$ cat src/rtl/red_pitaya_mux_seq.sv
// ----------------------------------------------------------------------------
// red_pitaya_mux_seq
//
// Sequencer for an external analog multiplexer in front of the ADC. It walks
// the mux address over a set of enabled channels. After each address change
// it blanks the samples for a settling interval. It then flags the samples as
// valid for a dwell interval before it moves on.
//
// Operating modes (mode_i):
//   0 : continuous round-robin scan over the enabled channels
//   1 : hold a single fixed channel (fixed_ch_i)
//   2 : one sweep from the lowest to the highest enabled channel per start_i
//   3 : behaves as mode 0
//
// Parameters:
//   CHNL : number of mux channels (2..16)
//   AW   : mux address width, CHNL <= 2**AW
//   CW   : width of the settle/dwell down-counter
//
// Ports:
//   adc_clk_i         in   ADC clock, all logic on the rising edge
//   adc_rstn_i        in   synchronous reset, active HIGH despite the name
//   active_channels_i in   [CHNL] channel enable mask, bit n enables address n
//   mode_i            in   [2]    operating mode
//   fixed_ch_i        in   [AW]   channel used in hold mode (clamped to 0 if >= CHNL)
//   start_i           in   single-cycle pulse that starts a sweep in mode 2
//   settle_i          in   [CW]   blanking cycles after every address change
//   dwell_i           in   [CW]   valid cycles per channel visit (0 acts as 1)
//   mux_addr_o        out  [AW]   registered mux address
//   sample_valid_o    out  high while the current address is settled and dwelling
//   chan_o            out  [AW]   channel tag of the current samples
//   switch_o          out  one-cycle pulse in the cycle mux_addr_o changes
//   sweep_done_o      out  one-cycle pulse after the last channel of a sweep
//   busy_o            out  high whenever the sequencer is not idle
// ----------------------------------------------------------------------------
module red_pitaya_mux_seq #(
    parameter int CHNL = 8,
    parameter int AW   = 3,
    parameter int CW   = 16
) (
    input  logic            adc_clk_i,
    input  logic            adc_rstn_i,
    input  logic [CHNL-1:0] active_channels_i,
    input  logic [1:0]      mode_i,
    input  logic [AW-1:0]   fixed_ch_i,
    input  logic            start_i,
    input  logic [CW-1:0]   settle_i,
    input  logic [CW-1:0]   dwell_i,
    output logic [AW-1:0]   mux_addr_o,
    output logic            sample_valid_o,
    output logic [AW-1:0]   chan_o,
    output logic            switch_o,
    output logic            sweep_done_o,
    output logic            busy_o
);

    // The mask is padded to the full address space. Any AW-bit index is then
    // in range, and the padding bits are always zero.
    localparam int MW = 2 ** AW;

    localparam logic [1:0] ST_IDLE   = 2'd0;
    localparam logic [1:0] ST_SETTLE = 2'd1;
    localparam logic [1:0] ST_DWELL  = 2'd2;

    localparam logic [1:0] MODE_SCAN  = 2'd0;
    localparam logic [1:0] MODE_HOLD  = 2'd1;
    localparam logic [1:0] MODE_SWEEP = 2'd2;

    // ------------------------------------------------------------------
    // State registers
    // ------------------------------------------------------------------
    logic [1:0]    state;
    logic [AW-1:0] addr;
    logic [CW-1:0] cnt;
    logic          switch_q;
    logic          done_q;
    logic [1:0]    run_mode;

    logic [1:0]    state_n;
    logic [AW-1:0] addr_n;
    logic [CW-1:0] cnt_n;
    logic          switch_n;
    logic          done_n;
    logic [1:0]    run_mode_n;

    // ------------------------------------------------------------------
    // Decoded inputs
    // ------------------------------------------------------------------
    logic [MW-1:0] mask_pad;
    logic          mask_zero;
    logic [1:0]    mode_eff;
    logic [AW-1:0] fixed_clamped;
    logic [CW-1:0] dwell_eff;

    assign mask_pad      = MW'(active_channels_i);
    assign mask_zero     = (active_channels_i == '0);
    assign mode_eff      = (mode_i == 2'd3) ? MODE_SCAN : mode_i;
    assign fixed_clamped = (int'(fixed_ch_i) >= CHNL) ? '0 : fixed_ch_i;
    assign dwell_eff     = (dwell_i == '0) ? CW'(1) : dwell_i;

    // ------------------------------------------------------------------
    // Round-robin search. Candidates are from+1, from+2, ... and the search
    // wraps at CHNL-1. The last candidate is 'from' itself. The MSB of the
    // result tells whether the winner was reached only after wrapping. Sweep
    // mode uses that bit to detect the end of a pass.
    // ------------------------------------------------------------------
    function automatic logic [AW:0] rr_search(input logic [AW-1:0] from,
                                              input logic [MW-1:0] mask);
        logic          found;
        logic [AW:0]   res;
        int            pos;
        found = 1'b0;
        res   = '0;
        for (int i = 1; i <= CHNL; i++) begin
            pos = int'(from) + i;
            if (!found) begin
                if (pos >= CHNL) begin
                    if (mask[AW'(pos - CHNL)]) begin
                        found = 1'b1;
                        res   = {1'b1, AW'(pos - CHNL)};
                    end
                end else if (mask[AW'(pos)]) begin
                    found = 1'b1;
                    res   = {1'b0, AW'(pos)};
                end
            end
        end
        return res;
    endfunction

    logic [AW:0]   scan_res;
    logic [AW:0]   sweep_res;
    logic [AW-1:0] scan_next;
    logic          scan_wrap;
    logic [AW-1:0] sweep_first;

    // A search that starts at CHNL-1 wraps straight to 0. It therefore finds
    // the lowest enabled channel, which is where a sweep begins.
    assign scan_res    = rr_search(addr, mask_pad);
    assign sweep_res   = rr_search(AW'(CHNL - 1), mask_pad);
    assign scan_next   = scan_res[AW-1:0];
    assign scan_wrap   = scan_res[AW];
    assign sweep_first = sweep_res[AW-1:0];

    // ------------------------------------------------------------------
    // Next-state logic.
    // 'go' requests a move to 'target'. The address is loaded, switch_o
    // pulses if the address really changes, and the settle interval starts.
    // With a zero settle the move goes straight to DWELL. Mask and mode are
    // only consulted in IDLE and at the end of a dwell. The one exception is
    // the all-zero mask abort at the bottom, which has the last word.
    // ------------------------------------------------------------------
    logic          go;
    logic [AW-1:0] target;

    always_comb begin
        state_n    = state;
        addr_n     = addr;
        cnt_n      = cnt;
        switch_n   = 1'b0;
        done_n     = 1'b0;
        run_mode_n = run_mode;
        go         = 1'b0;
        target     = addr;

        case (state)
            ST_IDLE: begin
                run_mode_n = mode_eff;
                case (mode_eff)
                    MODE_SCAN: begin
                        if (!mask_zero) begin
                            go     = 1'b1;
                            target = scan_next;
                        end
                    end
                    MODE_HOLD: begin
                        go     = 1'b1;
                        target = fixed_clamped;
                    end
                    default: begin
                        if (start_i && !mask_zero) begin
                            go     = 1'b1;
                            target = sweep_first;
                        end
                    end
                endcase
            end

            ST_SETTLE: begin
                if (cnt <= CW'(1)) begin
                    state_n = ST_DWELL;
                    cnt_n   = dwell_eff;
                end else begin
                    cnt_n = cnt - CW'(1);
                end
            end

            ST_DWELL: begin
                if (cnt <= CW'(1)) begin
                    run_mode_n = mode_eff;
                    case (mode_eff)
                        MODE_SCAN: begin
                            if (scan_next == addr) begin
                                cnt_n = dwell_eff;
                            end else begin
                                go     = 1'b1;
                                target = scan_next;
                            end
                        end
                        MODE_HOLD: begin
                            if (fixed_clamped == addr) begin
                                cnt_n = dwell_eff;
                            end else begin
                                go     = 1'b1;
                                target = fixed_clamped;
                            end
                        end
                        default: begin
                            if (scan_wrap) begin
                                state_n = ST_IDLE;
                                cnt_n   = '0;
                                done_n  = 1'b1;
                            end else begin
                                go     = 1'b1;
                                target = scan_next;
                            end
                        end
                    endcase
                end else begin
                    cnt_n = cnt - CW'(1);
                end
            end

            default: begin
                state_n = ST_IDLE;
                cnt_n   = '0;
            end
        endcase

        if (go) begin
            addr_n   = target;
            switch_n = (target != addr);
            if (settle_i == '0) begin
                state_n = ST_DWELL;
                cnt_n   = dwell_eff;
            end else begin
                state_n = ST_SETTLE;
                cnt_n   = settle_i;
            end
        end

        // An empty mask stops a scan or sweep at once. The address is held.
        if (state != ST_IDLE && run_mode != MODE_HOLD && mask_zero) begin
            state_n  = ST_IDLE;
            addr_n   = addr;
            cnt_n    = '0;
            switch_n = 1'b0;
            done_n   = 1'b0;
        end
    end

    // ------------------------------------------------------------------
    // Registers with synchronous reset.
    // ------------------------------------------------------------------
    always_ff @(posedge adc_clk_i) begin
        if (adc_rstn_i) begin
            state    <= ST_IDLE;
            addr     <= '0;
            cnt      <= '0;
            switch_q <= 1'b0;
            done_q   <= 1'b0;
            run_mode <= MODE_SCAN;
        end else begin
            state    <= state_n;
            addr     <= addr_n;
            cnt      <= cnt_n;
            switch_q <= switch_n;
            done_q   <= done_n;
            run_mode <= run_mode_n;
        end
    end

    assign mux_addr_o     = addr;
    assign chan_o         = addr;
    assign sample_valid_o = (state == ST_DWELL);
    assign switch_o       = switch_q;
    assign sweep_done_o   = done_q;
    assign busy_o         = (state != ST_IDLE);

endmodule

$ cat config.mk
export PLATFORM = sky130hd
export DESIGN_NAME = red_pitaya_mux_seq
export DESIGN_NICKNAME = d
export VERILOG_FILES = /design/src/rtl/red_pitaya_mux_seq.sv
export SDC_FILE = /design/constraint.sdc
export NUM_CORES = 1
export LEC_CHECK = 0
export ABC_AREA = 1
export BUFFER_PORTS_ARGS = -buffer_cell sky130_fd_sc_hd__buf_2
export CAP_MARGIN = 20
export CORE_MARGIN = 5
export CORE_UTILIZATION = 53
export DETAILED_ROUTE_END_ITERATION = 6
export PLACE_DENSITY = 0.88
export SLEW_MARGIN = 20
export SYNTH_ARGS = -nofsm -noshare
export SYNTH_HDL_FRONTEND = slang
export SYNTH_SLANG_ARGS = --single-unit
$ cat constraint.sdc
create_clock -name adc_clk_i -period 3.3 [get_ports adc_clk_i]
set_clock_uncertainty 0.1 [all_clocks]
set_input_delay 0.66 -clock adc_clk_i [delete_from_list [all_inputs] [get_ports adc_clk_i]]
set_output_delay 0.66 -clock adc_clk_i [all_outputs]
set_load 0.01 [all_outputs]
### Word-level counts from Yosys, hierarchy flattened

Index checks and enable logic that the tools add are counted.

| word-level totals | value |
|---|---|
| bits in registers | 25 |
| latch bits | 0 |
| bits in writable memories | 0 |
| memory bits (read-only) | 0 |
| output and inout port bits | 10 |
| word-level logic and storage cells | 244 |
| memories kept | 0 |

| cells by class | value |
|---|---|
| add/subtract/negate cells | 17 |
| multiply operators | 0 |
| divide/modulo/power cells | 0 |
| magnitude comparators | 25 |
| eq/ne operators | 17 |
| shift operators | 0 |
| muxes and demuxes | 156 |
| bitwise gates (word level) | 4 |
| reduce and logical (&&, ||, !) cells | 19 |

Operators by type and width:

| operator | count |
|---|---|
| $mux W16 | 8 |
| $mux W4 | 30 |
| $lt A3 B5 Y1 const B | 16 |
| $mux W1 | 71 |
| $bmux W1 S3 | 16 |
| $pmux W16 S3 | 1 |
| $mux W3 | 13 |
| $logic_not A16 Y1 | 2 |
| $pmux W16 S2 | 1 |
| $ge A4 B4 Y1 const B | 7 |
| $sub A3 B1 Y3 const B | 8 |
| $pmux W3 S2 | 3 |
| $add A3 B3 Y4 const B | 4 |
| $le A16 B1 Y1 const B | 1 |
| $mux W2 | 8 |
| $sub A16 B1 Y16 const B | 1 |
| $ne A5 B5 Y1 const B | 2 |
| $add A3 B2 Y4 const B | 2 |
| $logic_not A8 Y1 | 1 |
| $eq A3 B3 Y1 | 2 |
| $ne A3 B1 Y1 const B | 2 |
| $ne A6 B4 Y1 const B | 1 |
| $pmux W1 S2 | 3 |
| $pmux W2 S3 | 1 |
| 22 further kinds | 34 |

### Logic depth before layout (Yosys ltp)

| logic depth | value |
|---|---|
| word-level depth | 35 |
| mapped depth | 30 |
| gate-level depth less buffers | 27 |

### Least setup slack after synthesis

Ideal clock, no wire load.

| timing path | value |
|---|---|
| kind | register -> register |
| start | reg addr[1], in the netlist chan_o[1] |
| end | reg cnt[1] |
| data arrival time | 3.382 ns |
| required time | 3.087 ns |
| slack | -0.294 ns |
| stages on the path, launching flop included | 28 |
| path buffers | 3 |
| cell sequence | dfxtp_1 > inv_1 > buf_1 > ha_1 > buf_2 > clkinv_1 > nand3_1 > nand3_2 > nand2_4 > nor2_8 > nand4_4 > nor2_4 > nand2_2 > nand2_1 > nand2_1 > nand2_1 > nand2_1 > nand2_1 > nand4_1 > nand2_1 > nand3_2 > nand2_4 > nand2_4 > a21oi_4 > buf_6 > nand2_1 > nand2_1 > nor2_1 |

| between the ends | value |
|---|---|
| cells in the longest elaborated chain, start to end | 35 |
| elaborated cells between the ends (all ways) | 144 |
| classes of those cells | add/sub (16); order compare (8); eq/ne (6); mux (113); reduce/logical (1) |

RTL lines:

| what | RTL line | RTL |
|---|---|---|
| start: declaration | 73 | `logic [AW-1:0] addr;` |
| start signal: assignment | 275 | `addr <= addr_n;` |
| $add A3 B1 Y4 | 115 | `pos = int'(from) + i;` |
| $sub A3 B1 Y3 | 118, 120 |  |
| $bmux W1 S3 | 118 | `if (mask[AW'(pos - CHNL)]) begin` |
| $mux W1 (not written as such) (2 in a row) | 118 |  |
| $mux W4 | 118 |  |
| $mux W4 | 117 | `if (pos >= CHNL) begin` |
| $mux W4, on equally long branches | 122, 118 |  |
| $mux W4 | 117 |  |
| [18 not listed] | -- |  |
| $mux W4 | 116 | `if (!found) begin` |
| $eq A3 B3 Y1 | 203 | `if (scan_next == addr) begin` |
| $mux W1 | 203 |  |
| $pmux W1 S2 | 201 | `case (mode_eff)` |
| $mux W1 | 199 | `if (cnt <= CW'(1)) begin` |
| $pmux W1 S2 | 166 | `case (state)` |
| $ne A6 B4 Y1 (no source line), or another cell as far along | -- |  |
| $reduce_and A4 Y1 (no source line) | -- |  |
| end signal: assignment | 276 | `cnt <= cnt_n;` |
| end: declaration | 74 | `logic [CW-1:0] cnt;` |

Several ways; a longest one is shown, not always the timed one. The select of a mux whose other input is x is not followed.
A chain may end at the register's enable or synchronous reset.

### Worst setup path in the final report

| timing path | value |
|---|---|
| start | reg addr[0], in the netlist chan_o[0] |
| end | reg switch_q, in the netlist switch_o |

| between the ends | value |
|---|---|
| cells in the longest elaborated chain, start to end | 35 |
| elaborated cells between the ends (all ways) | 150 |
| classes of those cells | add/sub (16); order compare (8); eq/ne (3); mux (121); bitwise (1); reduce/logical (1) |

RTL lines:

| what | RTL line | RTL |
|---|---|---|
| $add A3 B1 Y4 | 115 |  |
| $sub A3 B1 Y3 | 118, 120 |  |
| $bmux W1 S3 | 118 |  |
| $mux W1 (not written as such) (2 in a row) | 118 |  |
| $mux W4 | 118 |  |
| $mux W4 | 117 |  |
| $mux W4, on equally long branches | 122, 118 |  |
| $mux W4 | 117 |  |
| [18 not listed] | -- |  |
| $mux W4 | 116 |  |
| $eq A3 B3 Y1 | 203 |  |
| $mux W1 | 203 |  |
| $pmux W1 S2 | 201 |  |
| $mux W1 | 199 |  |
| $pmux W1 S2 | 166 |  |
| $not A1 Y1 (no source line) | -- |  |
| $reduce_or A3 Y1 (no source line) | -- |  |
| end signal: assignment | 277 | `switch_q <= switch_n;` |
| end: declaration | 75 | `logic switch_q;` |

Several ways; a longest one is shown, not always the timed one. The select of a mux whose other input is x is not followed.

==> metrics.txt <==
total gr overflow 0; GP Congestion between 0.9 and 1; Startpoint Class flop; EDFF count, synth 0; fin util 68.38%; vias in the first global route roughly 4200; Worst VDD drop 607.6 µV; Slew headroom between 40 and 50%; CTS H-Tree Depth 1; Leak Pwr 2.346 nW; R2R cell count 23; CP max stage delay 400 ps; Main synth FF type dfxtp_1; hold buffer count at cts 0; hold path depth 2; Comb pwr share 83.6%; DRC violations left 0; crit path DAT between 3000 and 4000 ps; nets just under 800; Avg Vias per Cell 5.828; remaining antenna violation count 0; worst-margin pin slew 881.3 ps; Yosys top cell by area nand2_1; Setup Viol. Count Final 19; via count 4587; CTS Root Cell clkbuf_8; DRT iter0 DRCs approximately 460; fin cells 787; FP Rows 29; clock tree buffer depth 2; post-DP HPWL 8307 µm; pwr dens between 900 and 1000 nW/µm²; critical path cell sequence inv_2, buf_4, nand2_1, nand3_4, nand3_4, nand2_4, nor2_8, nand4_4, nor2_4, buf_4, nand3_1, nand2_2, nor2_2, nand2_1, o21ai_0, a21boi_0, o21ai_0, nand3_1, nand2_1, nand2_1, nand3_1, nand2_1, inv_1; IO Count 58; post-synthesis async set-or-reset flop share 0%; Setup WS pre-CTS -116.0 ps; crit-path most repeated cell nand2_1; Synth top area share 22.45%; first-pass iteration count of the detailed router 7; DR WL/cell 15.19 µm; Max Slew Vio Count 0; Area contributors post-synth nand2_1, dfxtp_1, nand3_1; placed cell areas between 3000 and 4000 µm²; violated checks setup timing; CP Max Fanout 14; Synth Register Bits 25; crit end category flop; Psw 2.428 mW; number of max-cap violations 0; Pint between 1.5 and 2 mW; Inst Count DP 770; cells after synthesis 638; status finished, violations left; sequential share of power 11.7%; Net Sw Frac 57.08%; Num CTS Buffers 3; met2 WL a little under 6000 µm; fmax 0.2896 GHz; post-synth cell types 47; WL final 11950 µm; port bufs 57; Mapped Area 3495 µm²; min Tclk post-route around 3500 ps; Worst Path Required 3380 ps; yosys warns 0; CTS tree done; die width 91.20 µm; Diodes inserted 0; Seq/Total Area, Yosys 14.32%; Final WS setup -152.7 ps; Layout Area Growth over Synthesis 24.96%; first-pass GRT wire length 18390 µm; core area 6386 µm²; Final period util 104.6%; M1 wire length 4538 µm; Initial Util 54.72%; metal3 WL about 1200 µm; Syn Area/Cell 5.477 µm²; Hold Crit Class flop to flop; Post-Syn Nets 703; Vert. Die Dim 91.20 µm; worst skew pair latency around 280 ps; Top Metal Used met4; largest net degree at the start of global routing 31; slowest stage cell, crit path dfxtp_4; initial antenna violation count 0; Crit Path Class flop to flop; clk sink count 25; GRT Total Usage 25.58%; final instance area ~4400 µm²; Worst-path clk slew 110 ps; clock share of power 4.7%; Fin. Hold Viols 0; die area 8317 µm²; layout cells sized above 1 22.96%; RSZ-0062 raised after global routing yes; Fillers between 500 and 600
## synth_stat cells (4+ instances only)
cell type	count
a211oi_1	5
a21oi_1	22
buf_2	5
buf_4	5
clkbuf_1	8
dfxtp_1	25
ha_1	17
inv_1	80
inv_2	7
nand2_1	209
nand3_1	69
nand3_2	4
nand4_1	8
nor2_1	78
nor3_1	6
nor4_1	6
o211ai_1	7
o21ai_0	24
xor2_1	8
## power groups by stage
stage	Sequential (mW)	Combinational [mW]	Clock [mW]
6_report	0.498	3.55	0.202
5_1_grt	0.511	3.88	0.214
4_1_cts	0.489	3.12	0.198
3_5_place_dp	0.487	2.84	0
3_3_place_gp	0.482	2.77	0
2_1_floorplan	0.488	2.16	0
## metrics by stage
stage / setup TNS (ps) / total power [mW] / hold slack [ps]
6_report: -1128 / 4.254 / 404.7
5_1_grt: -4747 / 4.609 / 433.0
4_1_cts: 0 / 3.803 / 406.9
3_5_place_dp: -1550 / 3.323 / 392.1
3_3_place_gp: 0 / 3.257 / 374.6
2_1_floorplan: 0 / 2.651 / 356.3
## flip-flops by register name (all words and copies together) (netlist names)
name	flops
chan_o	3
cnt	16
run_mode	2
state	2
sweep_done_o	1
switch_o	1
## logic make-up (layout without fill, tap and decap cells)
| family | after synthesis | after routing | synth area share [%] |
|---|---|---|---|
| adder cells (fa/ha/maj) | 17 | 17 | 6.087 |
| XOR/XNOR | 9 | 9 | 2.256 |
| flip-flops | 25 | 25 | 14.32 |
| buffers and inverters | 113 | 185 | 13.50 |
| AO/OA/AOI/OAI | 78 | 78 | 13.93 |
| multiplexers | 3 | 3 | 0.8593 |
| AND/OR/NAND/NOR | 393 | 393 | 49.05 |
## path summary, 6_finish.rpt
path | start | endpoint | slack, ps
hold / removal | run_mode[0] | run_mode[0] | 400
hold reg to reg | run_mode[0] | run_mode[0] | 400
setup reg to reg | chan_o[0] | switch_o | -150
setup / recovery | chan_o[0] | switch_o | -150
## worst max-delay path: cells and delay by family (launching register included)
family	cells	cell delay [ps]
DFF	1	400
and+or+nand+nor	16	1730
buffers and inverters	4	450
AOI/OAI and AO/OA	3	660
## layout make-up
cell class              instances  area [µm²]  area share, %
repair buffers                 91       621.8          14.24
clock buffers                   4       45.04          1.032
flip-flops and latches         25       508.0          11.63
well taps                      77       96.34          2.206
multi-input cells             500        2748          62.92
inverters                      90       347.8          7.966
## routing by layer
| layer | global-route usage (%) | vias to the layer above |
|---|---|---|
| li1 | - | 2201 |
| met1 | 32.35 | 2018 |
| met2 | 44.17 | 311 |
| met3 | 3.884 | 57 |
| met4 | 8.557 | 0 |
| met5 | 0 | - |
## what timing repair did
action / in CTS / in global routing
setup endpoints to repair: 19 / 22
resized for setup: 11 / 58
gates cloned: 3 / 0
pin swaps: 2 / 19
buffers inserted: 5 / 8
## cell usage in the layout, fill, tap and decap left out, types with 2 or more instances in the layout
cell	n
nand2_1	188
inv_1	78
nor2_1	75
buf_2	57
nand3_1	55
buf_4	27
o21ai_0	23
dfxtp_1	23
nand2_2	22
a21oi_1	22
ha_1	14
nand3_2	11
xor2_1	8
inv_2	8
nand4_1	8
o211ai_1	7
nand3_4	7
nor3_1	6
nor4_1	6
a211oi_1	5
nor2_2	4
nand2_4	4
o21ai_1	3
o22ai_1	3
o221ai_1	3
mux2i_1	3
ha_4	3
clkbuf_8	3
buf_6	3
clkinv_1	2
or4_1	2
a31oi_1	2
inv_6	2
dfxtp_4	2
buf_12	2
Note: power is estimated with default switching activity, not from simulation.
